**src/rtl/park_pkg.sv**
```systemverilog
`default_nettype none
// +----------------------------------------------------------------------+
// | park_pkg                                                             |
// | Shared widths, spot type and FSM state encoding for the parking lot. |
// | Rev 1.0                                                              |
// +----------------------------------------------------------------------+
package park_pkg;

  localparam int SPOT_W    = 3;
  localparam int NUM_SPOTS = 8;

  typedef logic [SPOT_W-1:0] spot_t;

  typedef enum logic [1:0] {
    IDLE  = 2'd0,
    ALLOC = 2'd1,
    ISSUE = 2'd2
  } park_state_t;

  function automatic logic [SPOT_W:0] count_free(input logic [NUM_SPOTS-1:0] occ);
    logic [SPOT_W:0] n;
    n = (SPOT_W+1)'(NUM_SPOTS);
    for (int i = 0; i < NUM_SPOTS; i++) begin
      n = n - {{SPOT_W{1'b0}}, occ[i]};
    end
    return n;
  endfunction

endpackage
`default_nettype wire

```
**src/rtl/park_free_encoder.sv**
```systemverilog
`default_nettype none
// +----------------------------------------------------------------------+
// | park_free_encoder                                                    |
// | Combinational lowest-free-spot finder over the occupancy vector.     |
// | Rev 1.0                                                              |
// +----------------------------------------------------------------------+
module park_free_encoder
  import park_pkg::*;
(
  input  logic [NUM_SPOTS-1:0] i_occupancy,
  output spot_t                o_free_idx,
  output logic                 o_any_free
);

  // Scan from the top down so the last hit wins and yields the lowest index.
  always_comb begin
    o_free_idx = '0;
    for (int i = NUM_SPOTS - 1; i >= 0; i--) begin
      if (!i_occupancy[i]) begin
        o_free_idx = spot_t'(i);
      end
    end
  end

  assign o_any_free = ~&i_occupancy;

endmodule
`default_nettype wire

```
**src/rtl/park_entry_allocator.sv**
```systemverilog
`default_nettype none
// +----------------------------------------------------------------------+
// | park_entry_allocator                                                 |
// | Entry stage: allocates the lowest free spot, issues spot^pattern     |
// | tokens, frees spots on exit. Optional stats via PARK_STATS_EN.       |
// | Rev 1.0                                                              |
// +----------------------------------------------------------------------+
module park_entry_allocator
  import park_pkg::*;
(
  input  logic              clk,
  input  logic              reset,
  input  logic              enter,
  input  spot_t             pattern,
  input  logic              token_ack,
  input  logic              exit_valid,
  input  spot_t             exit_park_number,
  output spot_t             token,
  output logic              token_valid,
  output logic              reject,
  output logic              exit_error,
  output logic              full,
  output logic [SPOT_W:0]   free_count
`ifdef PARK_STATS_EN
  ,
  output logic [7:0]        entry_count,
  output logic [7:0]        reject_count
`endif
);

  park_state_t          r_state;
  park_state_t          w_state_next;
  logic [NUM_SPOTS-1:0] r_occ;
  logic [NUM_SPOTS-1:0] w_set;
  logic [NUM_SPOTS-1:0] w_clr;
  spot_t                r_pattern;
  spot_t                r_token;
  spot_t                w_free_idx;
  logic                 w_any_free;
  logic                 w_latch;
  logic                 w_alloc;
  logic                 w_reject;
  logic                 w_exit_err;
  logic                 r_reject;
  logic                 r_exit_error;
  logic [SPOT_W:0]      w_free_count;
  logic                 w_full;

  park_free_encoder u_free_enc (
    .i_occupancy (r_occ),
    .o_free_idx  (w_free_idx),
    .o_any_free  (w_any_free)
  );

  assign w_free_count = count_free(r_occ);
  assign w_full       = (w_free_count == '0);

  always_comb begin
    w_state_next = r_state;
    w_latch      = 1'b0;
    w_alloc      = 1'b0;
    w_reject     = 1'b0;
    case (r_state)
      IDLE: begin
        if (enter) begin
          if (w_full) begin
            w_reject = 1'b1;
          end else begin
            w_latch      = 1'b1;
            w_state_next = ALLOC;
          end
        end
      end
      ALLOC: begin
        // Only exits can occur since IDLE saw a free spot, so one is always left.
        w_alloc      = w_any_free;
        w_state_next = w_any_free ? ISSUE : IDLE;
      end
      ISSUE: begin
        if (token_ack) begin
          w_state_next = IDLE;
        end
      end
      default: w_state_next = IDLE;
    endcase
  end

  // Set targets a free bit, clear an occupied one, so they never collide.
  assign w_set      = w_alloc ? (NUM_SPOTS'(1) << w_free_idx) : '0;
  assign w_clr      = (exit_valid && r_occ[exit_park_number])
                      ? (NUM_SPOTS'(1) << exit_park_number) : '0;
  assign w_exit_err = exit_valid && !r_occ[exit_park_number];

  always_ff @(posedge clk) begin
    if (reset) begin
      r_state      <= IDLE;
      r_occ        <= '0;
      r_pattern    <= '0;
      r_token      <= '0;
      r_reject     <= 1'b0;
      r_exit_error <= 1'b0;
    end else begin
      r_state      <= w_state_next;
      r_occ        <= (r_occ | w_set) & ~w_clr;
      r_reject     <= w_reject;
      r_exit_error <= w_exit_err;
      if (w_latch) begin
        r_pattern <= pattern;
      end
      if (w_alloc) begin
        r_token <= w_free_idx ^ r_pattern;
      end
    end
  end

  assign token       = r_token;
  assign token_valid = (r_state == ISSUE);
  assign reject      = r_reject;
  assign exit_error  = r_exit_error;
  assign full        = w_full;
  assign free_count  = w_free_count;

`ifdef PARK_STATS_EN
  logic [7:0] r_entry_cnt;
  logic [7:0] r_reject_cnt;

  always_ff @(posedge clk) begin
    if (reset) begin
      r_entry_cnt  <= '0;
      r_reject_cnt <= '0;
    end else begin
      if (w_alloc && (r_entry_cnt != 8'hFF)) begin
        r_entry_cnt <= r_entry_cnt + 8'd1;
      end
      if (w_reject && (r_reject_cnt != 8'hFF)) begin
        r_reject_cnt <= r_reject_cnt + 8'd1;
      end
    end
  end

  assign entry_count  = r_entry_cnt;
  assign reject_count = r_reject_cnt;
`endif

endmodule
`default_nettype wire

```
**config.mk**
```make
export PLATFORM = sky130hd
export DESIGN_NAME = park_entry_allocator
export DESIGN_NICKNAME = d
export VERILOG_FILES = /design/src/rtl/park_pkg.sv /design/src/rtl/park_free_encoder.sv /design/src/rtl/park_entry_allocator.sv
export SDC_FILE = /design/constraint.sdc
export NUM_CORES = 1
export LEC_CHECK = 0
export ABC_AREA = 1
export BUFFER_PORTS_ARGS = -buffer_cell sky130_fd_sc_hd__buf_2
export CAP_MARGIN = 20
export CELL_PAD_IN_SITES_DETAIL_PLACEMENT = 0
export CELL_PAD_IN_SITES_GLOBAL_PLACEMENT = 1
export CORE_MARGIN = 2
export CORE_UTILIZATION = 38
export DETAILED_ROUTE_END_ITERATION = 8
export PLACE_DENSITY = 0.8
export SYNTH_ARGS = -nofsm -noshare
export SYNTH_HDL_FRONTEND = slang
export SYNTH_HIERARCHICAL = 1
export SYNTH_SLANG_ARGS = --single-unit
export TNS_END_PERCENT = 50
```
**constraint.sdc**
```tcl
create_clock -name clk -period 3.5 [get_ports clk]
set_input_delay 0.525 -clock clk [delete_from_list [all_inputs] [get_ports clk]]
set_output_delay 0.525 -clock clk [all_outputs]
set_load 0.05 [all_outputs]
```
# Word-level counts from Yosys, hierarchy flattened

Cells that the tools add are included.

Bits in registers: 18
Bits of input ports: 11
Output and inout port bits: 11

Add/sub/neg operators: 8
Magnitude comparators: 1
Equality and inequality tests: 5
Shifts and indexed selects: 2
Multiplexer cells: 22
Bitwise operators: 6
Reduce and logical (&&, ||, !) cells: 9

Operators by type and width:

| cell                                                       | number |
|---|---|
| subtractor 4 x 1 -> 4 bit                                  | 7 |
| 2-to-1 mux 3 bit                                           | 8 |
| 2-to-1 mux 8 bit                                           | 2 |
| << shifter 1 x 3 -> 8 bit, first input constant            | 2 |
| AND 8 bit                                                  | 1 |
| 2-to-1 mux 2 bit                                           | 4 |
| inverter 8 bit                                             | 1 |
| bitwise OR 8 bit                                           | 1 |
| AND reduction 8 bit                                        | 1 |
| 2-to-1 mux 1 bit                                           | 6 |
| != test 2 bit, second input constant                       | 3 |
| one-hot mux 2 bit (3 select lines)                         | 1 |
| zero test 4 bit                                            | 1 |
| less-than comparator 3 x 4 -> 1 bit, second input constant | 1 |
| subtractor 4 x 1 -> 4 bit, first input constant            | 1 |
| binary-select mux 1 bit (select 3 bit)                     | 1 |
| AND reduction 3 bit                                        | 1 |
| OR reduction 3 bit                                         | 1 |
| bitwise XOR 3 bit                                          | 1 |
| == test 2 x 1 -> 1 bit, second input constant              | 1 |
| == test 2 bit, second input constant                       | 1 |
| logical AND 1 bit                                          | 2 |
| zero test 1 bit                                            | 2 |
| zero test 2 bit                                            | 1 |
| inverter 1 bit                                             | 2 |

# Longest topological paths before layout

Gate-level depths: netlist (run 1).

Word-level depth: 12
Gate-level depth with buffers: 14
Depth with buffers taken out: 14

# By module

Netlist (run 1), hierarchy kept.

Modules (own cells, without submodules):

| module               | times used | cells an instance | area an instance (µm²) | seq. area each (µm²) |
|---|---|---|---|---|
| park_entry_allocator | 1          | 156               | 1087.3                 | 360.3 |
| park_free_encoder    | 1          | 18                | 78.8                   | 0.0 |

# Least setup slack after synthesis (run 1)

Ideal clock, no wire load.

Path kind: reg-to-output
Start point: reg r_occ[3]
End point: out full
Data arrival time: 2.952 ns
Setup slack: 0.023 ns
Stages on the path, launching flop included: 9
Cells stage by stage: dfxtp_1 inv_1 fa_1 ha_1 fa_1 inv_1 fa_1 nand2_1 nor2_1

Longest elaborated chain between the ends: 6

RTL lines:

| what                                   | RTL line                    | RTL |
|---|---|---|
| from (decl)                            | park_entry_allocator.sv:33  | `logic [NUM_SPOTS-1:0] r_occ;` |
| from (signal assigned)                 | park_entry_allocator.sv:104 | `r_occ <= (r_occ \| w_set) & ~w_clr;` |
| subtractor 4 x 1 -> 4 bit (5 in a row) | park_pkg.sv:24              | `n = n - {{SPOT_W{1'b0}}, occ[i]};` |
| zero test 4 bit                        | park_entry_allocator.sv:56  | `assign w_full = (w_free_count == '0);` |
| to (decl)                              | park_entry_allocator.sv:22  | `output logic full,` |

No other way between the ends.

# Worst setup path after layout (run 1)

Ends and elaborated chain as after synthesis.

==> impl_metrics.toml, run 1 <==
[timing]
tightest_slew_ns = 0.516
relSlewSlack_pct = 65.5
rsz0062_at_grt = "no"
fmax_mhz = 296
min_period_ns = 3.37
setup_tns_ns = 0
final_hold_viol_count = 0
finalMaxSlewViolations = 0
setup_viol = 0
fin_crit_sh_pct = 96.4
finClkSkew_ns = 0.00148

[finish]
final_cell_mix = "nand2_1, nor2_1, inv_1"
area.growth.synth_to_final_pct = 15.9
drive_above_1_share_pct = 22.4
fin_nets = 218
final_common_cell = "nand2_1"
final_util_pct = 45.4
antenna-diode-count = 0

[place]
port_buffers = 21
dp.final_hpwl_um = 2110
place.gp.congestion = 0.790

[setup_path]
critPathTopFamily = "adder cells"
reg2reg_setup_slack_ns = 0.54
r2r_cells = 13
critPathKind = "register to output port"
max_stage_delay_ns = 0.53
cp-end-kind = "output port"
crit_required_ns = 2.97
cp.buffers_inverters = 3
crit_path_cell_trace = "inv_2, fa_1, ha_2, fa_1, inv_1, fa_2, nand2_2, nor2_4, buf_6"
worstPathMaxFanout = 5
reg2reg_from = "r_occ[3]"
start_kind = "register"
arrival_ns = 2.85
path_common_cell = "fa_1"
r2r_end = "r_pattern[1]"
slowest_stage = "fa_2"

[clocking]
cts-root-buf = "clkbuf_4"
htree_levels = 1
clockBufferDepth = 2
cts_tree = "yes"
cts.reportedPaths.clkPinSlew_ns = 0.10
cts.sinks = 18
insertion_delay_ns = 0.29
hold_buffers = 0
cts_made_buffers = 3

[worst_hold_path]
worstHoldEndpoint = "r_pattern[2]"
hold_class = "input port to register"
worstHoldStart = "pattern[2]"
hold_depth = 3

[route]
drtAntennaViolNets = 0
drc_errors = 0
vias = 1139
dr.first_iter.drc_count = 40
routedWlPerCell_um = 11.2
first_pass_iters = 4
wl_um = 2570
vias_per_cell = 4.97

[global_route]
grt-ovfl-total = 0
grt_use_total_pct = 16.5
grt_pass1_vias = 1049
antenna_found_initial = 0
grt_max_degree = 11
grt_pass1_wl_um = 4400

[die]
core_area_um2 = 2980
die_h_um = 59.4
die_area_um2 = 3530
num_rows = 20
start_util_pct = 39.2
ios = 22
die_w_um = 59.4

[synth]
synth_fp_nets = 194
syn_area_um2 = 1170
ys_seq_area_share_pct = 30.9
yosysWarnings = 6
syn_avg_cell_area_um2 = 6.70
synth.distinct_cells = 24
postSynthCellCount = 174
synth-seq-cells = 18

[pwr]
p_leak_nw = 0.639
power.density_nw_per_um2 = 314
ir_worst_vdd_v = 0.000174

[outcome]
outcome = "finished, final reports clean"

[flow_run]
drv_cap = 0
==> cell type report <==
cell class,instances,area (um^2)
Clock buffer,3,22.5
Fill cell,330,1630
Inverter,31,120
Multi-Input combinational cell,123,684
Sequential cell,18,369
Tap cell,33,41.3
Timing Repair Buffer,21,114
==> Yosys cell counts <==
cell	instances	share of area [%]
nand2_1	44	14
nor2_1	32	10
inv_1	28	9.0
dfxtp_1	18	31
a21oi_1	8	3.4
o21ai_0	8	3.4
ha_1	5	5.4
nand4_1	5	2.7
fa_1	4	6.9
nand3_2	4	3.4
xnor2_1	3	2.3
nand2_2	2	1.1
o21ai_1	2	0.86
a211oi_1	1	0.64
a21oi_2	1	0.75
a31oi_1	1	0.54
buf_2	1	0.43
buf_6	1	0.97
clkinv_2	1	0.43
inv_2	1	0.32
inv_4	1	0.54
nand3_1	1	0.43
nand3b_1	1	0.64
nor4_1	1	0.54
==> worst max-delay path by stage <==
| stage | start | to | slack [ns] | depth (start not counted) |
|---|---|---|---|---|
| after floorplan | r_occ[3] | full | 0.02 | 8 |
| after global placement | r_occ[3] | full | 0.26 | 9 |
| after detailed placement | r_occ[3] | full | 0.19 | 9 |
| after CTS | r_occ[4] | full | 0.002 | 10 |
| after global routing | r_occ[0] | full | 0.01 | 9 |
| final | r_occ[3] | full | 0.13 | 9 |
==> state kept, by name, indices dropped and copies added (netlist names) <==
register,count
r_pattern,3
exit_error,1
r_state,2
reject,1
r_occ,8
token,3
==> power by group <==
part | internal, mW | switching, mW | leakage [nW] | total, mW
combinational | 0.0292 | 0.0711 | 0.476 | 0.100
sequential | 0.214 | 0.00624 | 0.150 | 0.220
clock | 0.0400 | 0.0645 | 0.0138 | 0.105
==> routing by layer <==
layer | vias to the layer above | share of wire (%) | track usage [%]
met4 | 0 | 1.2 | 5.84
li1 | 588 | - | -
met1 | 520 | 46 | 22.9
met5 | - | 0 | 0
met2 | 27 | 48 | 26.4
met3 | 4 | 4.6 | 1.97
==> worst reg2reg max path, cell delays in order, from the launching register on <==
cell	delay (ns)
dfxtp_2	0.38
inv_2	0.06
fa_1	0.48
ha_2	0.20
fa_1	0.50
inv_1	0.05
fa_2	0.34
ha_1	0.20
nand2_2	0.10
nor2_4	0.05
nor2_1	0.23
inv_1	0.13
nor2_1	0.10
nor2_1	0.05
==> logic make-up after synthesis <==
logic type,count (synthesis),synth area share (%)
AO/OA/AOI/OAI,21,9.66
XOR/XNOR,3,2.25
adder cells (fa/ha/maj),9,12.2
buffers and inverters,33,11.7
flip-flops,18,30.9
AND/OR/NAND/NOR,90,33.3
==> metrics by stage <==
stage | hold WS, ns | std cells | worst slack [ns] | cell area, um^2 | power [mW]
2_1_floorplan | 0.499 | 174 | 0.0233 | 1170 | 0.300
3_3_place_gp | 0.480 | 226 | 0.262 | 1300 | 0.321
3_5_place_dp | 0.488 | 226 | 0.189 | 1300 | 0.323
4_1_cts | 0.452 | 229 | 0.00165 | 1330 | 0.427
5_1_grt | 0.468 | 229 | 0.0103 | 1350 | 0.451
6_report | 0.453 | 229 | 0.126 | 1350 | 0.425
==> timing repair <==
item / in CTS / in global routing
gates cloned: 0 / 0
resized for setup: 5 / 10
endpoints found under the setup margin: 3 / 3
pin swaps: 0 / 2
setup buffers: 0 / 0
(Power assumes the default switching activity.)
==> inputs of run 2 (changes only) <==
--- a/config.mk
+++ b/config.mk
@@ -14,6 +14,7 @@
 export CORE_UTILIZATION = 38
 export DETAILED_ROUTE_END_ITERATION = 8
 export PLACE_DENSITY = 0.8
+export REMOVE_ABC_BUFFERS = 1
 export SYNTH_ARGS = -nofsm -noshare
 export SYNTH_HDL_FRONTEND = slang
 export SYNTH_HIERARCHICAL = 1
==> run 2 against run 1 <==
Net effect: die area did not move; global-route usage increased by 0.39 points; final area increased by 2.0%; critical path depth unchanged; wire length down 0.55%; sequential share of layout area fell by 0.36 points; combinational power is essentially flat; worst hold slack worse by 0.0014 ns; critical endpoint unchanged.
==> impl_metrics.toml, run 2 (same netlist as run 1, synthesis figures left out) <==
[clocking]
cts-root-buf = "clkbuf_4"
cts.sinks = 18
cts_made_buffers = 3
cts.reportedPaths.clkPinSlew_ns = 0.11
clockBufferDepth = 2
htree_levels = 1
cts_tree = "yes"
insertion_delay_ns = 0.29

[finish]
drive_above_1_share_pct = 22.7
regMostFlops = "r_occ"
largest_register_ffs = 8
final_cell_mix = "nand2_1, nor2_1, inv_1"
final_util_pct = 46.3
final_common_cell = "nand2_1"
fin_nets = 219
area.growth.synth_to_final_pct = 18.2
antenna-diode-count = 0
nFillCells = 312

[setup_path]
critPathKind = "register to output port"
worstSetupStartpoint = "r_occ[3]"
worstPathMaxFanout = 5
crit_required_ns = 2.97
max_stage_delay_ns = 0.54
arrival_ns = 2.87
crit_path_cell_trace = "inv_1, fa_1, ha_2, fa_1, inv_1, fa_2, nand2_2, nor2_4, buf_8"
reg2reg_setup_slack_ns = 0.41
reg2reg_from = "r_occ[3]"
slowest_stage = "fa_2"
start_kind = "register"
cp-end-kind = "output port"

[place]
place.gp.congestion = 0.773
dp.final_hpwl_um = 2070
port_buffers = 21
post-place-ws_ns = 0.203

[pwr]
switchingPower_mw = 0.143
combPwrFrac_pct = 22.4
seqPwrFrac_pct = 48.9
swShare_pct = 31.9
power.density_nw_per_um2 = 325
ir_worst_vdd_v = 0.000215
p_leak_nw = 0.653
clock_power_share_pct = 28.8
p_int_mw = 0.305
finalPower_mw = 0.448

[timing]
rsz0062_at_grt = "no"
fmax_mhz = 295
setup_viol = 0
holdWs_ns = 0.452
tightest_slew_ns = 0.512
setup_tns_ns = 0
relSlewSlack_pct = 65.7
finalMaxSlewViolations = 0
final_hold_viol_count = 0
setup_ws_ns = 0.106
min_period_ns = 3.39
finClkSkew_ns = 0.00354
fin_crit_sh_pct = 97.0

[global_route]
grt.met1_usage_pct = 23.8
grt.met3_usage_pct = 3.28
grt_use_total_pct = 16.9
grt.busiest_layer = "met2"
grt_max_degree = 11
grt_pass1_wl_um = 4440
grt_util_met2_pct = 25.3
antenna_found_initial = 0
grt-ovfl-total = 0
grt_pass1_vias = 1016

[route]
vias = 1124
routedWlPerCell_um = 11.1
drc_errors = 0
dr.first_iter.drc_count = 54
first_pass_iters = 6
vias_per_cell = 4.87
wl_um = 2550
drtAntennaViolNets = 0

[die]
die_area_um2 = 3530
start_util_pct = 39.2
die_h_um = 59.4
num_rows = 20
die_w_um = 59.4
ios = 22
core_area_um2 = 2980

[flow_run]
drv_cap = 0

[worst_hold_path]
worstHoldStart = "pattern[2]"
hold_class = "input port to register"

[outcome]
outcome = "finished, final reports clean"
## run 2: cell count changes in the layout (fill, tap and decap cells not counted)
cell / change
dfxtp_2: -1
buf_4: +1
buf_6: -1
buf_8: +1
inv_2: -1
inv_1: +1
dfxtp_4: +1
clkbuf_8: +1
## run 2: critical path: cells and delay by family (launching register included)
| kind | cells | cell delay [ns] |
|---|---|---|
| DFF | 1 | 0.38 |
| adders and majority gates | 4 | 1.72 |
| and+or+nand+nor | 2 | 0.21 |
| buffers and inverters | 3 | 0.28 |
## run 2: through the flow
stage,area [um^2],instances
after CTS,1350,230
after global placement,1300,226
final,1380,231
after floorplan,1150,172
after detailed placement,1300,226
after global routing,1380,231
## run 2: timing repair
action                                  CTS  global route
pin swaps                                 0             2
resized for setup                         6            10
setup buffers                             0             1
hold endpoints to repair                  0             0
hold buffers                              0             0
endpoints found under the setup margin    3             3
## run 2: area by class of cell
type	instances	area, um^2	share of cell area [%]
timing repair buffer	22	125	9.07
clock buffer	4	36.3	2.63
multi-input combinational	123	684	49.6
inverter	31	120	8.71
sequential	18	372	27.0
tap	33	41.3	2.99
## run 2: power groups by stage
stage	combinational [mW]	clock, mW	sequential (mW)
after floorplan	0.0612	0	0.235
after global placement	0.0968	0	0.224
after detailed placement	0.0984	0	0.225
after CTS	0.0999	0.135	0.220
after global routing	0.111	0.144	0.221
final	0.100	0.129	0.219
## run 2: per-layer routing
| metal | part of all wire, % | vias up | routed length, um |
|---|---|---|---|
| li1 | - | 586 | - |
| met1 | 48 | 509 | 1220 |
| met2 | 47 | 27 | 1210 |
| met3 | 4.1 | 2 | 104 |
| met4 | 0.94 | 0 | 24 |
| met5 | 0 | - | 0 |
## run 2: final timing paths
kind,cells past startpoint,end
worst max register to register,14,r_pattern[0]
worst max-delay path,9,full
worst min-delay path,3,r_pattern[2]
worst min register to register,2,token[2]
